File: src/rtl/experiment.sv
// experiment: a small spiking network. Four place neurons drive two output neurons.
//   Learning is reward-modulated: it strengthens the weight that fired for the correct half of the track.
//   Latency: an input spike shows on OutVec on the next cycle (OutVec is a register).
//   There is no backpressure. `run` is a level enable, and all network state freezes while it is low.
// Ports:
//   clk               - single clock; every state update happens on its rising edge
//   reset_lfsr_weight - synchronous, active-high; reseeds the LFSR, clears the network, re-enters INIT
//   run               - level enable for network simulation (IDLE <-> RUN)
//   OutVec[1:0]       - registered output-neuron spikes, one bit per action neuron
module experiment #(
  parameter int W_BITS     = 8,
  parameter int V_BITS     = 12,
  parameter int THRESH     = 512,
  parameter int LEAK_SHIFT = 4,
  parameter int RATE       = 128,
  parameter int LR         = 4,
  parameter int EPOCH_LEN  = 64,
  parameter int REFRACT    = 2
) (
  input  logic       clk,
  input  logic       reset_lfsr_weight,
  input  logic       run,
  output logic [1:0] OutVec
);

  localparam int              E_W        = (EPOCH_LEN > 1) ? $clog2(EPOCH_LEN) : 1;
  localparam int              R_W        = (REFRACT > 0) ? $clog2(REFRACT + 1) : 1;
  localparam logic [V_BITS:0] THRESH_L   = (V_BITS+1)'(THRESH);
  localparam logic [W_BITS:0] LR_L       = (W_BITS+1)'(LR);
  localparam logic [8:0]      RATE_L     = 9'(RATE);
  localparam logic [E_W-1:0]  EPOCH_LAST = E_W'(EPOCH_LEN - 1);
  localparam logic [R_W-1:0]  REFRACT_L  = R_W'(REFRACT);
  localparam logic [R_W-1:0]  REFR_ONE   = R_W'(1);
  localparam logic [15:0]     LFSR_SEED  = 16'hACE1;

  typedef enum logic [1:0] {
    S_INIT = 2'd0,
    S_IDLE = 2'd1,
    S_RUN  = 2'd2
  } state_t;

  state_t state, state_nxt;
  logic   in_init, in_run, lfsr_adv;

  logic [15:0]       lfsr, lfsr_nxt;
  logic [2:0]        init_cnt;
  logic [1:0]        pos;
  logic [E_W-1:0]    epoch_cnt;
  // Weight index is {pos, j}: the place neuron selects the pair, and j selects the output neuron.
  logic [W_BITS-1:0] w [8];
  logic [V_BITS-1:0] v [2];
  logic [R_W-1:0]    refr [2];

  logic              in_spike;
  logic [1:0]        fire;
  logic [1:0]        reward;
  logic [W_BITS-1:0] w_cur   [2];
  logic [V_BITS-1:0] v_leak  [2];
  logic [V_BITS:0]   v_sum   [2];
  logic [V_BITS-1:0] v_sat   [2];
  logic [V_BITS-1:0] v_nxt   [2];
  logic [R_W-1:0]    refr_nxt[2];
  logic [W_BITS:0]   w_wide  [2];
  logic [W_BITS:0]   w_up    [2];
  logic [W_BITS:0]   w_dn    [2];
  logic [W_BITS-1:0] w_upd   [2];

  // ---------------- FSM: state register ----------------
  always_ff @(posedge clk) begin
    if (reset_lfsr_weight) state <= S_INIT;
    else                   state <= state_nxt;
  end

  // ---------------- FSM: next-state logic ----------------
  always_comb begin
    state_nxt = state;
    case (state)
      S_INIT:  if (init_cnt == 3'd7) state_nxt = S_IDLE;
      S_IDLE:  if (run)              state_nxt = S_RUN;
      S_RUN:   if (!run)             state_nxt = S_IDLE;
      default:                       state_nxt = S_INIT;
    endcase
  end

  // ---------------- FSM: output decode ----------------
  always_comb begin
    in_init = 1'b0;
    in_run  = 1'b0;
    case (state)
      S_INIT:  in_init = 1'b1;
      S_RUN:   in_run  = 1'b1;
      default: ;
    endcase
  end

  // The random source only moves while it is consumed. This makes a paused run resume bit-exactly.
  assign lfsr_adv = in_init | in_run;
  assign lfsr_nxt = {lfsr[0] ^ lfsr[2] ^ lfsr[3] ^ lfsr[5], lfsr[15:1]};

  // Only the place neuron for the current position can fire, so a single compare is enough.
  assign in_spike = in_run && ({1'b0, lfsr[7:0]} < RATE_L);

  // Neuron 0 is the correct action on the first half of the track, and neuron 1 on the second half.
  assign reward[0] = ~pos[1];
  assign reward[1] =  pos[1];

  // ---------------- neuron dynamics and weight update values ----------------
  always_comb begin
    for (int j = 0; j < 2; j++) begin
      w_cur[j]  = w[{pos, 1'(j)}];
      v_leak[j] = v[j] - (v[j] >> LEAK_SHIFT);
      v_sum[j]  = {1'b0, v_leak[j]} + (in_spike ? (V_BITS+1)'(w_cur[j]) : '0);
      // The sum is less than 2^(V_BITS+1), so any carry into the top bit means overflow.
      v_sat[j]  = v_sum[j][V_BITS] ? '1 : v_sum[j][V_BITS-1:0];

      fire[j]   = in_run && (refr[j] == '0) && ({1'b0, v_sat[j]} >= THRESH_L);

      // A refractory neuron is clamped at rest. A firing neuron resets and starts its refractory period.
      v_nxt[j]    = ((refr[j] != '0) || fire[j]) ? '0 : v_sat[j];
      refr_nxt[j] = (refr[j] != '0) ? (refr[j] - REFR_ONE)
                                     : (fire[j] ? REFRACT_L : '0);

      w_wide[j] = {1'b0, w_cur[j]};
      w_up[j]   = w_wide[j] + LR_L;
      w_dn[j]   = w_wide[j] - LR_L;
      if (reward[j]) w_upd[j] = w_up[j][W_BITS] ? '1 : w_up[j][W_BITS-1:0];
      else           w_upd[j] = (w_wide[j] < LR_L) ? '0 : w_dn[j][W_BITS-1:0];
    end
  end

  // ---------------- datapath registers ----------------
  always_ff @(posedge clk) begin
    if (reset_lfsr_weight) begin
      lfsr      <= LFSR_SEED;
      init_cnt  <= '0;
      pos       <= '0;
      epoch_cnt <= '0;
      OutVec    <= '0;
      for (int j = 0; j < 2; j++) begin
        v[j]    <= '0;
        refr[j] <= '0;
      end
      for (int k = 0; k < 8; k++) w[k] <= '0;
    end else begin
      if (lfsr_adv) lfsr <= lfsr_nxt;

      // INIT seeds one weight per cycle from the LFSR value before it advances.
      // The low 7 bits keep the initial weights in the lower half of the range.
      if (in_init) begin
        w[init_cnt] <= W_BITS'(lfsr[6:0]);
        init_cnt    <= init_cnt + 3'd1;
      end

      // fire is gated by in_run, so OutVec is 0 in INIT and IDLE.
      OutVec <= fire;

      if (in_run) begin
        if (epoch_cnt == EPOCH_LAST) begin
          epoch_cnt <= '0;
          pos       <= pos + 2'd1;
        end else begin
          epoch_cnt <= epoch_cnt + E_W'(1);
        end
        for (int j = 0; j < 2; j++) begin
          v[j]    <= v_nxt[j];
          refr[j] <= refr_nxt[j];
          // The two neurons always touch different weights, so simultaneous spikes never collide.
          if (fire[j]) w[{pos, 1'(j)}] <= w_upd[j];
        end
      end
    end
  end

endmodule

File: config.mk
export PLATFORM = sky130hd
export DESIGN_NAME = experiment
export DESIGN_NICKNAME = d
export VERILOG_FILES = /design/src/rtl/experiment.sv
export SDC_FILE = /design/constraint.sdc
export NUM_CORES = 1
export LEC_CHECK = 0
export ABC_AREA = 1
export BUFFER_PORTS_ARGS = -buffer_cell sky130_fd_sc_hd__buf_2
export CAP_MARGIN = 10
export CORE_ASPECT_RATIO = 0.9
export CORE_MARGIN = 10
export CORE_UTILIZATION = 40
export CTS_CLUSTER_SIZE = 30
export DETAILED_ROUTE_END_ITERATION = 10
export PLACE_DENSITY_LB_ADDON = 0.25
export SLEW_MARGIN = 20
export SYNTH_ARGS = -nofsm -noshare
export SYNTH_HDL_FRONTEND = slang
export SYNTH_SLANG_ARGS = --single-unit
File: constraint.sdc
create_clock -name clk -period 6.5 [get_ports clk]
set_input_delay 1.95 -clock clk [delete_from_list [all_inputs] [get_ports clk]]
set_output_delay 1.95 -clock clk [all_outputs]
set_load 0.01 [all_outputs]
## Word level (Yosys, flattened, before mapping)

Memory sizes are Yosys's and may differ from the RTL's. A register that Yosys moved wholly into a read port is not among the register bits.
Cells that the tools add are included.

| storage, ports and cells | value |
|---|---|
| register bits after elaboration | 31 |
| bits in writable memories | 92 |
| input bits | 3 |
| output and inout bits | 2 |
| logic and storage cells | 115 |
| memories kept | 3 |

Memories:

| memory | words | bits a word | rd ports | clocked after memory_dff | write ports | RTL line | text |
|---|---|---|---|---|---|---|---|
| w | 8 | 8 | 2 | 2 | 8 | 50 | `logic [W_BITS-1:0] w [8];` |
| v | 2 | 12 | 2 | 0 | 2 | 51 | `logic [V_BITS-1:0] v [2];` |
| refr | 2 | 2 | 2 | 0 | 2 | 52 | `logic [R_W-1:0] refr [2];` |

| cells by class | value |
|---|---|
| add/sub/neg operators | 13 |
| order comparisons | 5 |
| eq/ne operators | 7 |
| muxes and demuxes | 56 |
| bitwise logic cells | 8 |
| reduce and logical (&&, ||, !) cells | 17 |

Operators with widths:

| operator | number |
|---|---|
| 8-bit 2-to-1 mux | 11 |
| 12-bit 2-to-1 mux | 6 |
| 12-bit by 8-bit adder with 13-bit output | 2 |
| 12-bit by 10-bit >= comparator with 1-bit output (second input constant) | 2 |
| 8-bit OR reduction | 3 |
| 12-bit by 8-bit subtractor with 12-bit output | 2 |
| 1-bit 2-to-1 mux | 21 |
| 3-bit 2-to-1 mux | 7 |
| 8-bit by 3-bit adder with 9-bit output (second input constant) | 2 |
| 2-bit 2-to-1 mux | 9 |
| 8-bit by 3-bit less-than comparator with 1-bit output (second input constant) | 2 |
| 8-bit by 3-bit subtractor with 8-bit output (second input constant) | 2 |
| 8-bit less-than comparator (second input constant) | 1 |
| 6-bit by 1-bit adder with 6-bit output (second input constant) | 1 |
| 6-bit equality test (second input constant) | 1 |
| 2-bit zero test | 3 |
| 6-bit 2-to-1 mux | 1 |
| 2-bit inequality test (second input constant) | 3 |
| 2-bit case mux with 3 select lines | 1 |
| 1-bit logical AND | 5 |
| 1-bit OR | 5 |
| 2-bit nonzero test | 2 |
| 2-bit by 1-bit subtractor with 2-bit output (second input constant) | 2 |
| 3-bit by 1-bit adder with 3-bit output (second input constant) | 1 |
| other kinds (8) | 11 |

## Longest topological paths before layout

Gate-level depths: netlist of the first run.

| logic depth | value |
|---|---|
| word-level depth | 14 |
| depth in mapped cells | 28 |
| depth with buffers taken out | 28 |

## Worst setup path before layout of the first run

OpenSTA, ideal clock, no wires.

| path | value |
|---|---|
| path type | input-to-reg |
| start point | in reset_lfsr_weight |
| end point | mem w[4][0], enable pin |
| setup time | 329 ps |
| arrival time | 3187 ps |
| required time | 6171 ps |
| path slack | 2984 ps |
| stages on the path | 6 |
| path buffers | 1 |
| cell sequence | inv_1 -> nand2_1 -> nor3_1 -> buf_2 -> nand3_2 -> nand2_1 |

RTL lines:

| element | RTL line | text |
|---|---|---|
| start, declared | 21 | `input logic reset_lfsr_weight,` |
| end, declared | 50 |  |

==> results.cfg, run 1 <==
[drt]
avgRoutedWirePerCell_um = 15.1
finalWirelength_mm = 20.9
dr.pass1.iters = 5
first_iter_violations = 602
viasPerCell = 5.05
vias = 7016
drc = 0
drtAntennaViolNets = 0

[clock_network]
insertion_delay_ps = 430
clkTransAtPathRegs_ps = 60
clock-sinks = 125
postCtsHoldBufs = 0
cts_tree = yes
root_buffer = clkbuf_16
cts_buffer_depth = 2
post_cts_buffers = 0
cts_buffers = 17
cts.htree.levels = 4
ctsResizeCount = 0

[place]
io_buffer_count = 4
gp_congestion = 0.869
hpwl_mm = 15.5

[synth]
synthFlopType = edfxtp_1
ys_warn_count = 0
ys_ff_latch = 125
ys_types = 52
async_flop_share_pct = 0
synth_edf_count = 92
syn-cell-area_sq_um = 8430
avgSynthCellArea_sq_um = 7.72
syn_inst = 1092
synth-seq-area-share_pct = 40.6

[critical_path]
arrival_ps = 4250
crit_path_top_delay_cell = dfxtp_1
reg2reg_slack_ps = 2320
path_common_cell = nand2_2
r2r_end = w[0][5]
r2r_cells = 18
cp_max_fo = 33
crit_path_end_kind = flip-flop
startpoint = state[0]
cp_data_required_time_ps = 6570
reg2reg_from = state[0]
cpPeakStageDelay_ps = 680
path_cells = nor2_2 > inv_2 > or2_2 > nor2_1 > ha_1 > fa_1 > a21oi_1 > o21bai_2 > nand2_1 > o211ai_1 > nand2_2 > nor2_4 > nand2_2 > nand2_2 > nor2_4 > nand2_4 > nand3_1 > nand3b_1
endpoint = w[0][5]
start_kind = flip-flop
crit_type = reg -> reg

[floorplan]
core-area_sq_um = 20800
fp.dieH_um = 158
start_util_pct = 40.6
rows = 50
dieArea_sq_um = 27300
pin_count = 5
die_x_um = 173

[power]
peakVddDrop_mv = 0.199
power_density_nw_per_um2 = 245
power.leakage_nw = 4.16

[cells_and_area]
diodes = 0
final-seq-area_sq_um = 3420
synthToLayoutAreaGrowth_pct = 10.3
final_cell_mix = nand2_1 (313), nor2_1 (136), inv_1 (103), edfxtp_1 (92), nand3_1 (63)
final_nets = 1140
drive_above_1_share_pct = 8.98
final_common_cell = nand2_1
multi_input_area_sq_um = 4400
fillers = 2093

[global_route]
grt_overflow = 0
gr-usage-all-layers_pct = 15.6
antenna_found_initial = 0
grt_pass1_vias = 6635
grt_max_degree = 34
grt_pass1_wl_mm = 34.2

[sta]
tightestPinTransition_ps = 845
timing.slew.headroom_pct = 43.2
tns_ps = 0
min_period_ps = 4180
drv_slew = 0
rsz0062_at_grt = no
holdWs_ps = 456
fmax_ghz = 0.239
finalClockSkew_ps = 14.2
hold_violations = 0
setup_viol = 0
post-route-period-util_pct = 64.3

[hold_path]
min_path_cells = 2
hp-class = reg -> reg
hold_start = lfsr[8]

[outcome]
status = complete, no violations

[job]
cap_violations = 0
final cells by class:
type,instances,area share [%]
multi-input combinational,823,47.3
sequential,125,36.8
inverter,114,4.63
clock buffer,17,4.57
tap,286,3.85
clock inverter,15,2.27
timing repair buffer,8,0.538
flip-flops by register name (all words and copies together), names as in the netlist, named ones only:
register	count
w	64
v	24
lfsr	16
epoch_cnt	6
refr	4
init_cnt	3
OutVec	2
pos	2
state	2
worst max-delay path, delay by kind of cell (launching register included):
family / cells / cell delay (ps)
buf+inv: 1 / 180
simple gates: 12 / 1870
compound gates: 3 / 450
fa+ha+maj: 2 / 630
flops: 1 / 680
synthesized netlist by cell type (10+ instances only):
library cell	instances	share of area, %
xnor2_1	18	1.9
a21oi_1	45	2.7
nor2_1	136	6.1
nand2_2	13	0.96
dfxtp_1	33	7.8
xor2_1	17	1.8
nand2_1	313	14
o21ai_1	29	1.7
edfxtp_1	92	33
clkbuf_1	14	0.62
inv_2	10	0.45
ha_1	44	6.5
nand3_1	63	3.7
o21ai_0	32	1.9
nand4_1	38	2.8
inv_1	103	4.6
report_power, final:
part / internal, mW / switching, mW
sequential: 0.901 / 0.0315
combinational: 0.102 / 0.215
clock: 0.649 / 0.385
total: 1.65 / 0.632
worst min path at each step:
stage,endpoint,slack [ps]
after floorplan,lfsr[15],430
after CTS,lfsr[7],460
final,lfsr[7],460
after detailed placement,lfsr[7],440
after global routing,lfsr[10],490
after global placement,lfsr[10],440
through the flow:
stage / utilization [%] / worst slack [ps] / instance area (sq um) / power, mW / instances
after floorplan: - / 2980 / 8450 / 1.18 / 1097
after global placement: 41.7 / 2440 / 8660 / 1.26 / 1356
after detailed placement: 41.7 / 2380 / 8660 / 1.26 / 1356
after CTS: 44.8 / 2360 / 9300 / 2.29 / 1388
after global routing: 44.8 / 1860 / 9300 / 2.37 / 1388
final: 44.8 / 2320 / 9300 / 2.28 / 1388
cells by family after synthesis:
group / count (synthesis) / share of synthesized area (%)
xor gates and xnor gates: 35 / 3.64
and+or+nand+nor: 602 / 31.8
adders and majority gates: 48 / 7.48
other: 1 / 0.0445
AOI/OAI and AO/OA: 132 / 8.98
buffers and inverters: 149 / 7.47
DFF: 125 / 40.6
layer usage:
layer,vias to the layer above,share of wire (%),GRT usage [%]
met3,33,5.4,3.29
met2,184,44,24.7
met1,3189,49,21.0
met5,-,0,0
met4,0,2.0,5.13
li1,3610,-,-
Power figures use the tool's default switching activity.
==> run 2: changes to the inputs <==
clock period = 3.8 ns   (was 6.5 ns; I/O delays follow)
==> run 2 against run 1 <==
  * Routed wire length up 2.8%
  * Flip-flop and latch count stayed put
  * Final area grew 2.9%
  * Count of clock-buffer cells in the layout increased by 4
  * Worst hold slack got worse by 1.6 ps
  * Sequential power is 71% higher
  * Critical endpoint is now w[5][2]
  * Register-to-register slack worse by 2000 ps
  * Clock power up 64%
  * First-iteration DRC count fell by 4.2%
  * Critical path depth grew 7
  * Combinational power grew 84%
  * Largest power group unchanged
==> results.cfg, run 2 (synthesized netlist as in run 1, its figures left out) <==
[floorplan]
fp.dieH_um = 158
start_util_pct = 40.6
pin_count = 5
die_x_um = 173
rows = 50
core-area_sq_um = 20800
dieArea_sq_um = 27300

[global_route]
grt_max_degree = 34
gr-usage-all-layers_pct = 16.0
grt_pass1_vias = 6905
antenna_found_initial = 0
grt_pass1_wl_mm = 35.2
grt_overflow = 0

[cells_and_area]
final_common_cell = nand2_1
finish.utilization_pct = 46.1
top_register = w
largest_reg_flops = 64
diodes = 0
final_nets = 1172
synthToLayoutAreaGrowth_pct = 13.5
final_cell_mix = nand2_1 (308), nor2_1 (136), inv_1 (102), edfxtp_1 (92), nand3_1 (61)
drive_above_1_share_pct = 12.3
fillers = 2121
largest_registers = w (64), v (24), lfsr (16)

[critical_path]
crit_path_end_kind = flip-flop
reg2reg_from = v[0][16]
crit_type = reg -> reg
reg2reg_slack_ps = 280
start_kind = flip-flop
arrival_ps = 3640
cp_data_required_time_ps = 3920
cp_max_fo = 9
r2r_end = w[5][2]
r2r_cells = 25

[hold_path]
hold_end = lfsr[7]
min_path_cells = 2
hp-class = reg -> reg
hold_start = lfsr[8]

[power]
power.leakage_nw = 4.30
power_density_nw_per_um2 = 403
pwr-share-comb_pct = 15.1
p_clk_share_pct = 43.7
peakVddDrop_mv = 0.343
pwr-share-seq_pct = 41.2
p_switching_mw = 1.02
p_int_mw = 2.84
power_mw = 3.86
sw_frac_of_total_pct = 26.5

[drt]
wl_met1_mm = 10.4
drtAntennaViolNets = 0
wl_met2_mm = 9.66
avgRoutedWirePerCell_um = 15.2
highest_layer = met4
vias = 7282
viasPerCell = 5.13
drc = 0
finalWirelength_mm = 21.5
first_iter_violations = 577
dr.pass1.iters = 4
wl_met3_mm = 1.14

[place]
io_buffer_count = 4
place_ws_ps = 40.7
hpwl_mm = 15.8
gp_congestion = 0.911

[clock_network]
insertion_delay_ps = 430
postCtsHoldBufs = 0
root_buffer = clkbuf_16
clkTransAtPathRegs_ps = 50
cts.htree.levels = 4
cts_tree = yes
clock-sinks = 125
cts_buffer_depth = 2
cts_buffers = 17

[sta]
final.setup.worst_slack_ps = 282
setup_viol = 0
tightestPinTransition_ps = 776
tns_ps = 0
hold_violations = 0
drv_slew = 0
post-route-period-util_pct = 92.6
timing.slew.headroom_pct = 48.2
fmax_ghz = 0.284
finalClockSkew_ps = 11.8
min_period_ps = 3520

[job]
cap_violations = 0

[outcome]
status = complete, no violations
[run 2: changes by cell type in the layout (fill, tap and decap cells not counted), sizes merged]
cell	change
clkbuf	+4
buf	+32
inv	-4
[run 2: worst max-delay path by stage]
stage,cells after the start,startpoint,endpoint,slack [ps]
after CTS,24,v[0][16],w[1][3],20
after detailed placement,24,v[0][16],w[1][4],40
final,25,v[0][16],w[5][2],280
after global placement,24,v[0][16],w[1][2],110
after global routing,20,v[0][18],w[1][3],-30
after floorplan,24,v[0][16],w[1][0],370
[run 2: cell type report]
class	instances	area, sq um	share of cell area [%]
Tap cell	286	358	3.74
Inverter	114	430	4.50
Clock buffer	21	440	4.60
Multi-Input combinational cell	823	4450	46.5
Sequential cell	125	3420	35.8
Timing Repair Buffer	40	298	3.11
Clock inverter	11	166	1.74
[run 2: stage by stage]
stage / instance area (sq um) / instances / hold slack, ps
after global placement: 8880 / 1385 / 442
final: 9570 / 1420 / 455
after CTS: 9490 / 1417 / 456
after floorplan: 8450 / 1097 / 427
after global routing: 9570 / 1420 / 467
after detailed placement: 8880 / 1385 / 441
[run 2: what timing repair did]
item | in CTS | in global routing
buffers inserted | 0 | 3
setup endpoints to repair | 0 | 121
gates resized for setup | 0 | 18
[run 2: metal layers]
layer	GRT usage (%)	up-vias
li1	-	3670
met1	21.4	3385
met2	26.1	198
met3	3.19	29
met4	4.39	0
met5	0	-
[run 2: critical path: stages, from the launching register on]
cell,delay (ps)
edfxtp_1,400
ha_2,220
fa_2,350
inv_1,60
nand2_1,40
nand2_1,90
nand2_1,90
nor2_1,90
nor2_1,50
xnor2_1,120
ha_1,330
nand2_1,100
inv_1,60
a21oi_2,150
nand2_1,70
nand2_1,70
nand2_1,50
nand2_1,80
inv_2,40
nand2_1,50
nand2_1,60
nand2_2,80
nor2_4,40
nand2_4,150
nand3_4,150
nand2_2,220
[run 2: power groups by stage]
| stage | sequential [mW] | clock, mW | combinational, mW |
|---|---|---|---|
| after CTS | 1.59 | 1.72 | 0.565 |
| after global placement | 1.61 | 0 | 0.560 |
| after detailed placement | 1.62 | 0 | 0.560 |
| final | 1.59 | 1.69 | 0.582 |
| after floorplan | 1.59 | 0 | 0.429 |
| after global routing | 1.59 | 1.77 | 0.651 |
